### src/rtl/iddr_pkg.sv
// rtl/iddr_pkg.sv - shared types and widths for the I_DDR bit-slip alignment controller
package iddr_pkg;

    localparam int WORD_W = 8;
    localparam int HIST_W = 16;
    localparam int SLIP_W = 3;

    localparam logic [SLIP_W-1:0] SLIP_MAX = '1;

    typedef enum logic [2:0] {
        ST_IDLE,
        ST_PRST,
        ST_TRAIN,
        ST_SLIPW,
        ST_LOCK,
        ST_FAILED
    } state_e;

endpackage

### src/rtl/iddr_gearbox.sv
// rtl/iddr_gearbox.sv - 2-bit to 8-bit gearbox: history shift register, word phase and slip window mux
module iddr_gearbox
    import iddr_pkg::*;
(
    input  logic              clk,
    input  logic              rst_n,
    input  logic              en,
    input  logic              clr,
    input  logic [1:0]        ddr_q,
    input  logic [SLIP_W-1:0] slip,
    output logic [WORD_W-1:0] window,
    output logic              strobe
);

    logic [HIST_W-1:0] hist_q, hist_d;
    logic [1:0]        phase_q, phase_d;
    logic              strobe_q, strobe_d;

    // Strobe is registered so the window it qualifies already holds the phase-3 pair.
    always_comb begin
        hist_d   = hist_q;
        phase_d  = phase_q;
        strobe_d = 1'b0;
        if (clr) begin
            hist_d  = '0;
            phase_d = '0;
        end else if (en) begin
            hist_d   = {hist_q[HIST_W-3:0], ddr_q[0], ddr_q[1]};
            phase_d  = phase_q + 2'd1;
            strobe_d = (phase_q == 2'd3);
        end
    end

    always_ff @(posedge clk) begin
        if (!rst_n) begin
            hist_q   <= '0;
            phase_q  <= '0;
            strobe_q <= 1'b0;
        end else begin
            hist_q   <= hist_d;
            phase_q  <= phase_d;
            strobe_q <= strobe_d;
        end
    end

    assign window = WORD_W'(hist_q >> slip);
    assign strobe = strobe_q;

endmodule

### src/rtl/iddr_align_ctrl.sv
// rtl/iddr_align_ctrl.sv - I_DDR reset, training-word bit-slip search and locked word delivery
module iddr_align_ctrl
    import iddr_pkg::*;
#(
    parameter int MATCH_N = 4,
    parameter int RST_CYC = 4
) (
    input  logic       CLK,
    input  logic       RST_N,
    input  logic       START,
    input  logic [7:0] PATTERN,
    input  logic [1:0] DDR_Q,
    output logic       DDR_R,
    output logic       DDR_E,
    output logic [7:0] WORD,
    output logic       WORD_VALID,
    output logic       LOCKED,
    output logic       FAIL,
    output logic [2:0] SLIP
);

    localparam logic [3:0] MATCH_LAST = 4'(MATCH_N - 1);
    localparam logic [3:0] RST_LAST   = 4'(RST_CYC - 1);

    state_e              state_q, state_d;
    logic [3:0]          rst_cnt_q, rst_cnt_d;
    logic [3:0]          match_cnt_q, match_cnt_d;
    logic                disc_q, disc_d;
    logic [SLIP_W-1:0]   slip_q, slip_d;
    logic [WORD_W-1:0]   word_q, word_d;
    logic                word_valid_q, word_valid_d;
    logic                locked_q, locked_d;
    logic                fail_q, fail_d;
    logic                ddr_r_q, ddr_r_d;
    logic                ddr_e_q, ddr_e_d;

    logic [WORD_W-1:0]   window;
    logic                strobe;
    logic                gb_clr;

    assign gb_clr = (state_q == ST_PRST);

    iddr_gearbox u_gearbox (
        .clk    (CLK),
        .rst_n  (RST_N),
        .en     (ddr_e_q),
        .clr    (gb_clr),
        .ddr_q  (DDR_Q),
        .slip   (slip_q),
        .window (window),
        .strobe (strobe)
    );

    always_comb begin
        state_d      = state_q;
        rst_cnt_d    = rst_cnt_q;
        match_cnt_d  = match_cnt_q;
        disc_d       = disc_q;
        slip_d       = slip_q;
        word_d       = word_q;
        word_valid_d = 1'b0;
        locked_d     = locked_q;
        fail_d       = fail_q;
        ddr_r_d      = ddr_r_q;
        ddr_e_d      = ddr_e_q;
        if (START && state_q != ST_PRST) begin
            state_d   = ST_PRST;
            rst_cnt_d = '0;
            slip_d    = '0;
            locked_d  = 1'b0;
            fail_d    = 1'b0;
            ddr_r_d   = 1'b1;
            ddr_e_d   = 1'b0;
        end else begin
            case (state_q)
                ST_PRST: begin
                    if (rst_cnt_q == RST_LAST) begin
                        state_d     = ST_TRAIN;
                        match_cnt_d = '0;
                        ddr_r_d     = 1'b0;
                        ddr_e_d     = 1'b1;
                    end else begin
                        rst_cnt_d = rst_cnt_q + 4'd1;
                    end
                end
                ST_TRAIN: begin
                    if (strobe) begin
                        if (window == PATTERN) begin
                            if (match_cnt_q == MATCH_LAST) begin
                                state_d  = ST_LOCK;
                                locked_d = 1'b1;
                            end else begin
                                match_cnt_d = match_cnt_q + 4'd1;
                            end
                        end else begin
                            match_cnt_d = '0;
                            if (slip_q == SLIP_MAX) begin
                                state_d = ST_FAILED;
                                fail_d  = 1'b1;
                                ddr_e_d = 1'b0;
                            end else begin
                                state_d = ST_SLIPW;
                                slip_d  = slip_q + 3'd1;
                                disc_d  = 1'b0;
                            end
                        end
                    end
                end
                // Two strobes are dropped so the window is re-evaluated only on fully settled words.
                ST_SLIPW: begin
                    if (strobe) begin
                        if (disc_q) begin
                            state_d = ST_TRAIN;
                        end else begin
                            disc_d = 1'b1;
                        end
                    end
                end
                ST_LOCK: begin
                    if (strobe) begin
                        word_d       = window;
                        word_valid_d = 1'b1;
                    end
                end
                default: begin
                end
            endcase
        end
    end

    always_ff @(posedge CLK) begin
        if (!RST_N) begin
            state_q      <= ST_IDLE;
            rst_cnt_q    <= '0;
            match_cnt_q  <= '0;
            disc_q       <= 1'b0;
            slip_q       <= '0;
            word_q       <= '0;
            word_valid_q <= 1'b0;
            locked_q     <= 1'b0;
            fail_q       <= 1'b0;
            ddr_r_q      <= 1'b0;
            ddr_e_q      <= 1'b0;
        end else begin
            state_q      <= state_d;
            rst_cnt_q    <= rst_cnt_d;
            match_cnt_q  <= match_cnt_d;
            disc_q       <= disc_d;
            slip_q       <= slip_d;
            word_q       <= word_d;
            word_valid_q <= word_valid_d;
            locked_q     <= locked_d;
            fail_q       <= fail_d;
            ddr_r_q      <= ddr_r_d;
            ddr_e_q      <= ddr_e_d;
        end
    end

    assign DDR_R      = ddr_r_q;
    assign DDR_E      = ddr_e_q;
    assign WORD       = word_q;
    assign WORD_VALID = word_valid_q;
    assign LOCKED     = locked_q;
    assign FAIL       = fail_q;
    assign SLIP       = slip_q;

endmodule

### config.mk
export PLATFORM = sky130hd
export DESIGN_NAME = iddr_align_ctrl
export DESIGN_NICKNAME = d
export VERILOG_FILES = /design/src/rtl/iddr_pkg.sv /design/src/rtl/iddr_gearbox.sv /design/src/rtl/iddr_align_ctrl.sv
export SDC_FILE = /design/constraint.sdc
export NUM_CORES = 1
export LEC_CHECK = 0
export CORE_ASPECT_RATIO = 0.7
export CORE_MARGIN = 8
export CORE_UTILIZATION = 55
export CTS_BUF_LIST = sky130_fd_sc_hd__clkbuf_4 sky130_fd_sc_hd__clkbuf_8
export DETAILED_ROUTE_END_ITERATION = 10
export PLACE_DENSITY = 0.91
export SYNTH_ARGS = -nofsm -noshare
export SYNTH_HDL_FRONTEND = slang
export SYNTH_HIERARCHICAL = 1
export SYNTH_SLANG_ARGS = --single-unit
export TNS_END_PERCENT = 5
### constraint.sdc
create_clock -name CLK -period 4.15 [get_ports CLK]
set_clock_uncertainty 0.1 [all_clocks]
set_input_delay 0.6225 -clock CLK [delete_from_list [all_inputs] [get_ports CLK]]
set_output_delay 0.6225 -clock CLK [all_outputs]
set_load 0.01 [all_outputs]
Word level (Yosys, flattened, before mapping)

Cells that the tools add are included.
Widths: inputs -> output; s select.

Register bits: 47
Bits in latches: 0
RAM bits: 0
Bits in read-only memories: 0
Output and inout port bits: 16
Logic and storage cells: 101
Memories: 0

Add/sub/neg operators: 4
Multiply operators: 0
Divide/modulo/power cells: 0
Order comparisons: 0
Equality and inequality tests: 24
Shift operators: 1
Multiplexer cells: 28
Bitwise operators: 7
Reduce and logical (&&, ||, !) cells: 22

Operators with widths:

| operator            | number |
|---|---|
| $mux 3              | 7 |
| $reduce_and 6->1    | 3 |
| $mux 4              | 4 |
| $shr 16x3->8        | 1 |
| $mux 1              | 13 |
| $reduce_and 4->1    | 3 |
| $reduce_and 5->1    | 2 |
| $ne 3x3->1 const B  | 3 |
| $pmux 3 s3          | 1 |
| $add 4x1->4 const B | 2 |
| $eq 4x2->1 const B  | 2 |
| $eq 8x8->1          | 1 |
| $ne 2x2->1 const B  | 4 |
| $pmux 4 s2          | 1 |
| $reduce_bool 2->1   | 4 |
| $not 1->1           | 7 |
| $eq 3x2->1 const B  | 2 |
| $eq 3x3->1 const B  | 2 |
| $ne 2x1->1 const B  | 3 |
| $ne 3x1->1 const B  | 2 |
| $ne 3x2->1 const B  | 2 |
| $reduce_or 3->1     | 2 |
| $ne 4x4->1 const B  | 1 |
| $pmux 1 s2          | 2 |
| 10 further kinds    | 12 |

Logic depth before layout (Yosys ltp)

Gate-level depths: netlist of run 1.

Word-level depth: 6
Mapped depth: 9
Mapped depth without buffers: 7

Modules after synthesis

Netlist of run 1, hierarchy kept.

Modules (own cells, without submodules):

| module          | times used | cells each | area an instance (sq um) |
|---|---|---|---|
| iddr_align_ctrl | 1          | 155        | 1438.9 |
| iddr_gearbox    | 1          | 81         | 974.7 |

Worst setup path before layout of run 1

Ideal clock, no wire load.

Kind: register -> register
Start: register slip_q[0] (netlist: SLIP[0])
End: register state_q[1]
Arrival: 2833 ps
Required time: 3959 ps
Setup slack: 1126 ps
Cell stages (with the launch flop): 10
Cells stage by stage: dfxtp_1 buf_6 mux4_2 mux2_2 xor2_1 nor4_2 and2_0 buf_2 mux2_2 a311oi_1

Longest elaborated chain between the ends: 5
Elaborated cells on any way between the ends: 9

RTL lines:

| item                   | line                   | source |
|---|---|---|
| start, declared        | iddr_align_ctrl.sv:29  | `logic [SLIP_W-1:0] slip_q, slip_d;` |
| start signal, assigned | iddr_align_ctrl.sv:149 | `slip_q <= slip_d;` |
| $shr 16x3->8 (*)       | iddr_gearbox.sv:46     | `assign window = WORD_W'(hist_q >> slip);` |
| named net window[3]    | iddr_align_ctrl.sv:37  | `logic [WORD_W-1:0] window;` |
| $eq 8x8->1 (*)         | iddr_align_ctrl.sv:88  | `if (window == PATTERN) begin` |
| $mux 3                 | iddr_align_ctrl.sv:88  |  |
| $mux 3                 | iddr_align_ctrl.sv:87  | `if (strobe) begin` |
| $pmux 3 s3             | iddr_align_ctrl.sv:75  | `case (state_q)` |
| end signal, assigned   | iddr_align_ctrl.sv:145 | `state_q <= state_d;` |
| end, declared          | iddr_align_ctrl.sv:25  | `state_e state_q, state_d;` |

Mark *: on every way through the listed nets, which the timed path passes. The rest lies on a longest branch. The select of a mux whose other input is x is not followed.
A chain may end at the register's enable or synchronous reset.

Worst setup path after layout of run 1

Same ends and word-level chain as after synthesis.

==> reports/results.txt, run 1 <==
Counting every instance in the synthesized netlist gives 236. The tools report the final-layout setup total negative slack as 0 ns. The number of hold violations in the final report came out at 0. STA classifies the critical path endpoint as a flip-flop. The total die area was 6798 sq um.

29 I/O pins were placed. STA puts the critical path data required time at 4.26 ns. For the pin with the worst max-slew slack, the measured transition is 0.7104 ns.

The maximum net fanout on the critical path is 13, and the number of buffers inserted to repair setup after CTS is 0. Across all layers, the routed design uses 1,810 vias. The count of cells along the worst register-to-register path is 7, and the worst vdd rail ir drop is 0.1889 mV. The run gives 313 as the final cell count without fillers. The logs give 0.30 ns for the clock insertion delay at the later pin of the skew report and 56.40% for the initial core utilization. The tools report the max-slew violation total from the final report as 0. Counting flops with an async set or reset pin after synthesis yields a share of 0%. The worst hold path belongs to the class reg -> reg.

In this run the remaining antenna-violating nets after routing total 0. The run gives 0 as the number of antenna violations at the first check in global routing. For flop-to-flop paths, the worst setup slack is 0.61 ns. The power per standard cell area is 279.5 nW/um^2.

TritonCTS built the clock tree. In this run the standard cell core region covers 4279 sq um. Clock-pin slew was measured on the worst setup and hold paths at 0.08 ns. Number of max-capacitance violations reported: 0. The worst hold path passes through 2 cells. The count of buffers added on input and output ports is 28. The type of the worst setup path was reg -> reg.

The number of distinct library cells after synthesis came out at 54. The library cells used most frequently in the layout, excluding fill and tap cells, are sky130_fd_sc_hd__dfxtp_1 (46), sky130_fd_sc_hd__nor2_1 (37), sky130_fd_sc_hd__clkdlybuf4s50_1 (28), sky130_fd_sc_hd__mux2i_1 (25), sky130_fd_sc_hd__nand2_1 (11). The relative slew slack is 52.58%. The first detailed-routing pass took 4 iterations. After routing the design area is 2778 sq um. The global-route congestion overflow total was 0. The logs give 20 for the number of rows in the core area and 0 for the number of hold buffers added after CTS. The pin count of the biggest net entering global routing came out at 21. In the final routed layout, each cell accounts on average for 16.44 um. The CTS buffer count is 5, and the post-DP HPWL is 3.749 mm. H-tree depth: 2. Predominant post-synthesis flop cell: sky130_fd_sc_hd__dfxtp_1. The net count of the mapped netlist was 254. Kind of launch point of the worst setup path: a flip-flop.

After detailed routing, the number of remaining DRC violations is 0. The floorplan step set the die height to 71.43 um. The signal arrival time at the worst endpoint was 3.65 ns. Number of synthesized flops with an enable pin: 0. The clock net in this run drives a total of 46 sinks. At the end of the flow, the number of nets in the layout was 275. The achievable frequency was 0.2826 GHz. Setup slack closes at 0.6118 ns.

The run gives 132 as the detailed router's first-iteration violation count. The total of cells resized after clock tree synthesis was 0; the shortest clock period the worst path allows after layout was 3.538 ns. The tree is rooted in a sky130_fd_sc_hd__clkbuf_8. The mapped netlist covers 2414 sq um. The die outline width was 95.18 um. The final critical path takes up 85.26% of the cycle.

The final weighted congestion of routability-driven global placement came out at 0.7993. The logs give 2 for the maximum buffer depth of the clock tree and 305 for the number of placed cells counting well taps. Global routing consumed, over all layers together, 15.99% of the routing resources. Setup violations remaining at the end of the flow were counted as 0.

The cell leakage power is 0.001026 uW. The hold-critical path endpoint was LOCKED. 0 antenna diodes ended up in the layout. The tools report the hold path startpoint as LOCKED. The first global-routing pass estimated 8.625 mm of wire.

The run finished with clean final reports. Setup repair after global routing left no endpoint under its margin. The via count normalized by instance count was 5.783. Most common cell after layout, fill and taps aside: sky130_fd_sc_hd__dfxtp_1. The mean area per synthesized cell came out at 10.23 sq um.

After layout, the design draws a total of 776.3 uW. OpenSTA, run right after detailed placement, puts the worst setup slack at 0.6554 ns. The tools report the launching point of the worst reg2reg path as SLIP[0].

Summed over all layers, the routed wires come to 5.146 mm. Once placement finished, the instance area stood at 2688 sq um. The via count of the first global-routing pass is 1,727, and the post-synthesis sequential element count is 46.

The share of the yosys chip area belonging to registers was 38.15%; the count of yosys warnings during synthesis was 6. The area growth from synthesis to layout is 15.09%. The reg-to-reg endpoint was state_q[1]. Cells with a size suffix above 1 make up 15.89% of the layout.
power breakdown:
group | leakage, uW | internal, uW | switching (uW) | total [uW]
logic | 0.000606 | 23.1 | 28.7 | 51.8
registers | 0.000371 | 444 | 5.90 | 450
clock network | 0.0000486 | 125 | 149 | 274
total | 0.00103 | 593 | 183 | 776
critical path, cell delays in order, from the launching register on:
cell and delay [ns]:
sky130_fd_sc_hd__dfxtp_1 0.79, sky130_fd_sc_hd__mux4_2 0.61, sky130_fd_sc_hd__mux2_2 0.32, sky130_fd_sc_hd__xor2_1 0.18, sky130_fd_sc_hd__nor4_2 0.45, sky130_fd_sc_hd__and2_0 0.37
sky130_fd_sc_hd__mux2_2 0.39, sky130_fd_sc_hd__a311oi_1 0.25
how the worst max path moves through the flow:
stage,start,to,slack (ns),cells past startpoint
floorplan,SLIP[0],state_q[1],1.13,9
global placement,SLIP[0],state_q[1],0.78,7
detailed placement,SLIP[0],state_q[1],0.66,7
CTS,SLIP[0],state_q[1],0.63,7
global route,SLIP[0],state_q[1],0.36,7
finish,SLIP[0],state_q[1],0.61,7
cells by family (layout without fill, tap and decap cells):
logic type | after synthesis | in the layout | share of synthesized area, %
AND/OR/NAND/NOR | 84 | 84 | 18.72
multiplexers | 44 | 44 | 23.90
buffers and inverters | 18 | 40 | 3.888
flip-flops | 46 | 46 | 38.15
XOR/XNOR | 13 | 13 | 4.718
AO/OA/AOI/OAI | 26 | 26 | 8.035
adder cells (fa/ha/maj) | 5 | 5 | 2.592
routing by layer:
metal	track usage [%]	vias to the layer above	share of wire (%)
met5	0	-	0
met4	5.345	0	0.52
met3	4.384	5	7.0
met2	23.83	63	44
met1	21.62	857	49
li1	-	885	-
registers in the layout (all words and copies together), names as in the netlist:
register,cells
u_gearbox/hist_q,15
WORD,8
match_cnt_q,4
rst_cnt_q,4
SLIP,3
state_q,3
u_gearbox/phase_q,2
DDR_E,1
DDR_R,1
FAIL,1
LOCKED,1
WORD_VALID,1
disc_q,1
u_gearbox/strobe,1
synth_stat cells, drive strengths merged, types with 2 or more instances:
library cell | n | area (sq um)
mux2 | 9 | 101.4
nand4 | 3 | 18.77
or3b | 2 | 17.52
mux2i | 25 | 250.2
buf | 9 | 58.81
inv | 3 | 11.26
nor3 | 2 | 10.01
o21a | 2 | 15.01
and2 | 3 | 18.77
o21ai | 6 | 30.02
clkbuf | 6 | 23.77
nand3 | 6 | 35.03
ha | 5 | 62.56
or4 | 2 | 18.77
a311oi | 2 | 17.52
nor3b | 3 | 38.79
xnor2 | 3 | 26.28
nand2b | 5 | 31.28
mux4 | 10 | 225.2
nor2b | 2 | 15.02
a21oi | 6 | 30.03
nor2 | 37 | 138.9
xor2 | 10 | 87.58
nand2 | 11 | 41.29
nor4 | 3 | 31.28
dfxtp | 46 | 920.9
area by class of cell:
type,instances,area (sq um)
fillers,328,1501
well taps,55,68.82
clock buffers,6,76.32
inverters,3,11.26
flip-flops and latches,46,920.9
repair buffers,29,287.8
clock inverters,2,13.76
multi-input cells,172,1399
through the flow:
| step | hold WS, ns | utilization, % |
|---|---|---|
| floorplan | 0.3389 | - |
| global placement | 0.3380 | 62.81 |
| detailed placement | 0.3488 | 62.81 |
| CTS | 0.3608 | 64.91 |
| global route | 0.3807 | 64.91 |
| finish | 0.3586 | 64.91 |
No activity file was read; power rests on OpenSTA's default activity.
==> run 2, diff against run 1 <==
Settings changed: CORE_MARGIN 8 to 3, CORE_UTILIZATION 55 to 40, PLACE_DENSITY 0.91 to 0.72.
==> run 2 against run 1 <==
  * Via count down 0.61%
  * Core utilization fell by 14 points
  * Die area rose by 3.2%
  * Hold slack better by 0.0090 ns
  * Critical path type unchanged
  * Power down 0.47%
  * Global-route usage is 0.87 points lower
  * Cell area is 1.0% higher
  * Worst setup slack better by 0.071 ns
  * Fmax increased by 2.0%
==> reports/results.txt, run 2 (same netlist as run 1, synthesis figures left out) <==
The flip-flop count of the largest register after layout was 15 (unchanged). The hold-critical path endpoint was LOCKED (unchanged). For the number of antenna violations at the first check in global routing, the log shows 0 (unchanged). The switching part of the total was 24.17% (was 23.61%). The uppermost layer routed was met4 (unchanged). Total met3 wirelength after detailed routing: 301 um (was 361 um). For the routed via count, the log shows 1,799 (was 1,810). The routed wire length on met2 was 2.051 mm (was 2.250 mm).

The most common cell after layout, fill and taps aside is sky130_fd_sc_hd__dfxtp_1 (unchanged). For the total wirelength of the detailed-routed design, the log shows 5.154 mm (was 5.146 mm). The library cell contributing the largest single delay on the critical path was sky130_fd_sc_hd__dfxtp_1 (unchanged). The hold path startpoint was LOCKED (unchanged). The cell area after placement is 2716 sq um (was 2688 sq um), and the fraction of layout instances using a drive strength above 1 is 16.22% (was 15.89%).

Relative slew slack: 50.62% (was 52.58%). The total global routing track utilization was 15.12% (was 15.99%). The pin count of the biggest net entering global routing is 20 (was 21), and the max-slew violation total from the final report is 0 (unchanged). The maximum cell stage delay along the critical path works out to 0.58 ns (was 0.79 ns).

The area added between synthesis and finish was 16.28% (was 15.09%); the number of inserted diodes was 0 (unchanged). The tools report the maximum buffer depth of the clock tree as 2 (unchanged). The share of the clock period used by the worst path works out to 83.56% (was 85.26%). The final-layout setup total negative slack is 0 ns (unchanged), and the number of max-capacitance violations reported is 0 (unchanged).

The count of endpoints failing setup in the final report was 0 (unchanged). The number of hold violations in the final report came out at 0 (unchanged). The tools report the kind of end point of the critical path as a flip-flop (unchanged).

The run gives 0.68 ns (was 0.61 ns) as the slack of the worst reg-to-reg path. The number of rows in the core area was 22 (was 20). Commonest cells after routing, fill and taps aside: sky130_fd_sc_hd__dfxtp_1 (46), sky130_fd_sc_hd__nor2_1 (37), sky130_fd_sc_hd__clkdlybuf4s50_1 (28), sky130_fd_sc_hd__mux2i_1 (25), sky130_fd_sc_hd__nand2_1 (11) (unchanged).

The launching point of the worst reg2reg path was SLIP[0] (unchanged). The worst vdd rail ir drop was 0.1134 mV (was 0.1889 mV); the number of buffers inserted to repair setup after CTS was 0 (unchanged). The combinational fraction of design power was 6.7% (about the same). The total of cells resized after clock tree synthesis came out at 0 (unchanged). The via count normalized by instance count is 5.435 (was 5.783). Clock group share of total power: 35.1% (was 35.3%). The detailed router's first-iteration violation count was 88 (was 132). The logs give 0 (unchanged) for the residual DRC count and 0.30 ns (about the same) for the clock insertion delay at the later pin of the skew report.

The reg-to-reg endpoint is state_q[1] (unchanged). The final weighted congestion of routability-driven global placement came out at 0.8553 (was 0.7993). For the number of nets in the layout, the log shows 276 (was 275).

The signal arrival time at the worst endpoint is 3.58 ns (was 3.65 ns). The post-DP HPWL is 3.720 mm (was 3.749 mm), and the post-route cell area is 2806 sq um (was 2778 sq um). The via count of the first global-routing pass is 1,729 (was 1,727).

The power per standard cell area is 275.3 nW/um^2 (was 279.5 nW/um^2). The CTS sink count came out at 46 (unchanged). The run gives 5 (unchanged) as the CTS buffer count. The placeable core region came out at 5533 sq um (was 4279 sq um). The cell repeated most along the worst path was sky130_fd_sc_hd__mux2_2 (unchanged). The power spent charging and discharging nets was 186.8 uW (was 183.3 uW). The tools report the clock tree root driver cell as sky130_fd_sc_hd__clkbuf_8 (unchanged). Cell Chain, Critical Path: buf_4, mux4_2, mux2_2, xor2_1, nor4_2, and2_0, mux2_2, a311oi_1 (was mux4_2, mux2_2, xor2_1, nor4_2, and2_0, mux2_2, a311oi_1). TritonCTS built the clock tree. The kind of launch point of the worst setup path was a flip-flop (unchanged).

The worst hold slack was 0.3676 ns (was 0.3586 ns). The number of buffers added on ports came out at 28 (unchanged). The global-route congestion overflow total was 0 (unchanged); the die outline width was 98.85 um (was 95.18 um).

The length of the first detailed-routing pass in iterations came out at 4 (unchanged). The type of the worst setup path was reg -> reg (unchanged). The maximum net fanout on the critical path was 8 (was 13); the internal power summed over all cells was 585.9 uW (was 593.0 uW).

The initial core utilization came out at 43.62% (was 56.40%). The shortest clock period the worst path allows after layout is 3.468 ns (was 3.538 ns), and the average detailed-routed wire length per instance is 15.57 um (was 16.44 um). The run gives 4.27 ns (was 4.26 ns) as the data required time at the worst endpoint.

The sequential group share of total power is 58.2% (was 58.0%). The run finished with clean final reports. The count of cells along the worst register-to-register path came out at 8 (was 7).

Setup repair after global routing left no endpoint under its margin. The run gives 29 (unchanged) as the total I/O pin count. The run gives 7017 sq um (was 6798 sq um) as the total die area.

The routed metal-1 wire length was 2.713 mm (was 2.506 mm). The H-tree depth is 2 (unchanged). The achievable frequency came out at 0.2884 GHz (was 0.2826 GHz). The wire length of the first global-routing pass was 8.583 mm (was 8.625 mm).

Height of the die: 70.99 um (was 71.43 um). The run gives 0.001027 uW (was 0.001026 uW) as the cell leakage power. The worst hold path cell count was 2 (unchanged). The register with the most flip-flops is u_gearbox/hist_q (unchanged).

The clock-pin slew of the registers on the worst-case setup and hold paths was 0.09 ns (was 0.08 ns); the number of hold buffers added after CTS was 0 (unchanged). Slew at the pin closest to its max-slew limit: 0.7407 ns (was 0.7104 ns). The type of the tightest min-delay check was reg -> reg (unchanged). The tools report the post-route antenna net violation count as 0 (unchanged).
run 2: changes by cell type in the layout (fill, tap and decap cells not counted):
cell and change:
sky130_fd_sc_hd__buf_4 +1, sky130_fd_sc_hd__clkbuf_4 -1, sky130_fd_sc_hd__clkinvlp_4 +1
run 2: metal layers:
| layer | track usage, % | vias up |
|---|---|---|
| li1 | - | 890 |
| met1 | 22.60 | 852 |
| met2 | 20.31 | 45 |
| met3 | 4.631 | 12 |
| met4 | 5.152 | 0 |
| met5 | 0 | - |
run 2: how the worst max path moves through the flow:
stage / from / endpoint
2_1_floorplan: SLIP[0] / state_q[1]
3_3_place_gp: SLIP[0] / state_q[1]
3_5_place_dp: SLIP[0] / state_q[1]
4_1_cts: SLIP[0] / state_q[1]
5_1_grt: SLIP[0] / state_q[1]
6_report: SLIP[0] / state_q[1]
run 2: final cells by class:
type                            count  area (sq um)
Fill cell                         524          2726
Timing Repair Buffer               30         295.3
Tap cell                           72         90.09
Sequential cell                    46         920.9
Inverter                            3         11.26
Clock inverter                      3         21.27
Clock buffer                        5         68.82
Multi-Input combinational cell    172          1399
run 2: power by group through the flow:
stage / Clock [uW] / Sequential [uW] / Combinational (uW)
2_1_floorplan: 0 / 457 / 35.0
3_3_place_gp: 0 / 460 / 50.9
3_5_place_dp: 0 / 460 / 51.7
4_1_cts: 283 / 450 / 52.1
5_1_grt: 300 / 451 / 57.4
6_report: 271 / 450 / 51.9
run 2: worst max-delay path, delay by kind of cell (launching register included):
family | cells | cell delay [ns]
buffers and inverters | 1 | 0.26
AO/OA/AOI/OAI | 1 | 0.26
XOR/XNOR | 1 | 0.18
multiplexers | 3 | 1.21
AND/OR/NAND/NOR | 2 | 0.80
flip-flops | 1 | 0.58
run 2: per-stage QoR:
| stage | std cells | total power [uW] | setup slack (ns) | utilization [%] |
|---|---|---|---|---|
| final | 331 | 772.6 | 0.6824 | 50.72 |
| after global routing | 331 | 808.8 | 0.5086 | 50.72 |
| after CTS | 331 | 785.3 | 0.6689 | 50.72 |
| after detailed placement | 323 | 511.9 | 0.6975 | 49.10 |
| after global placement | 323 | 510.9 | 0.8100 | 49.10 |
| after floorplan | 236 | 491.7 | 1.126 | - |
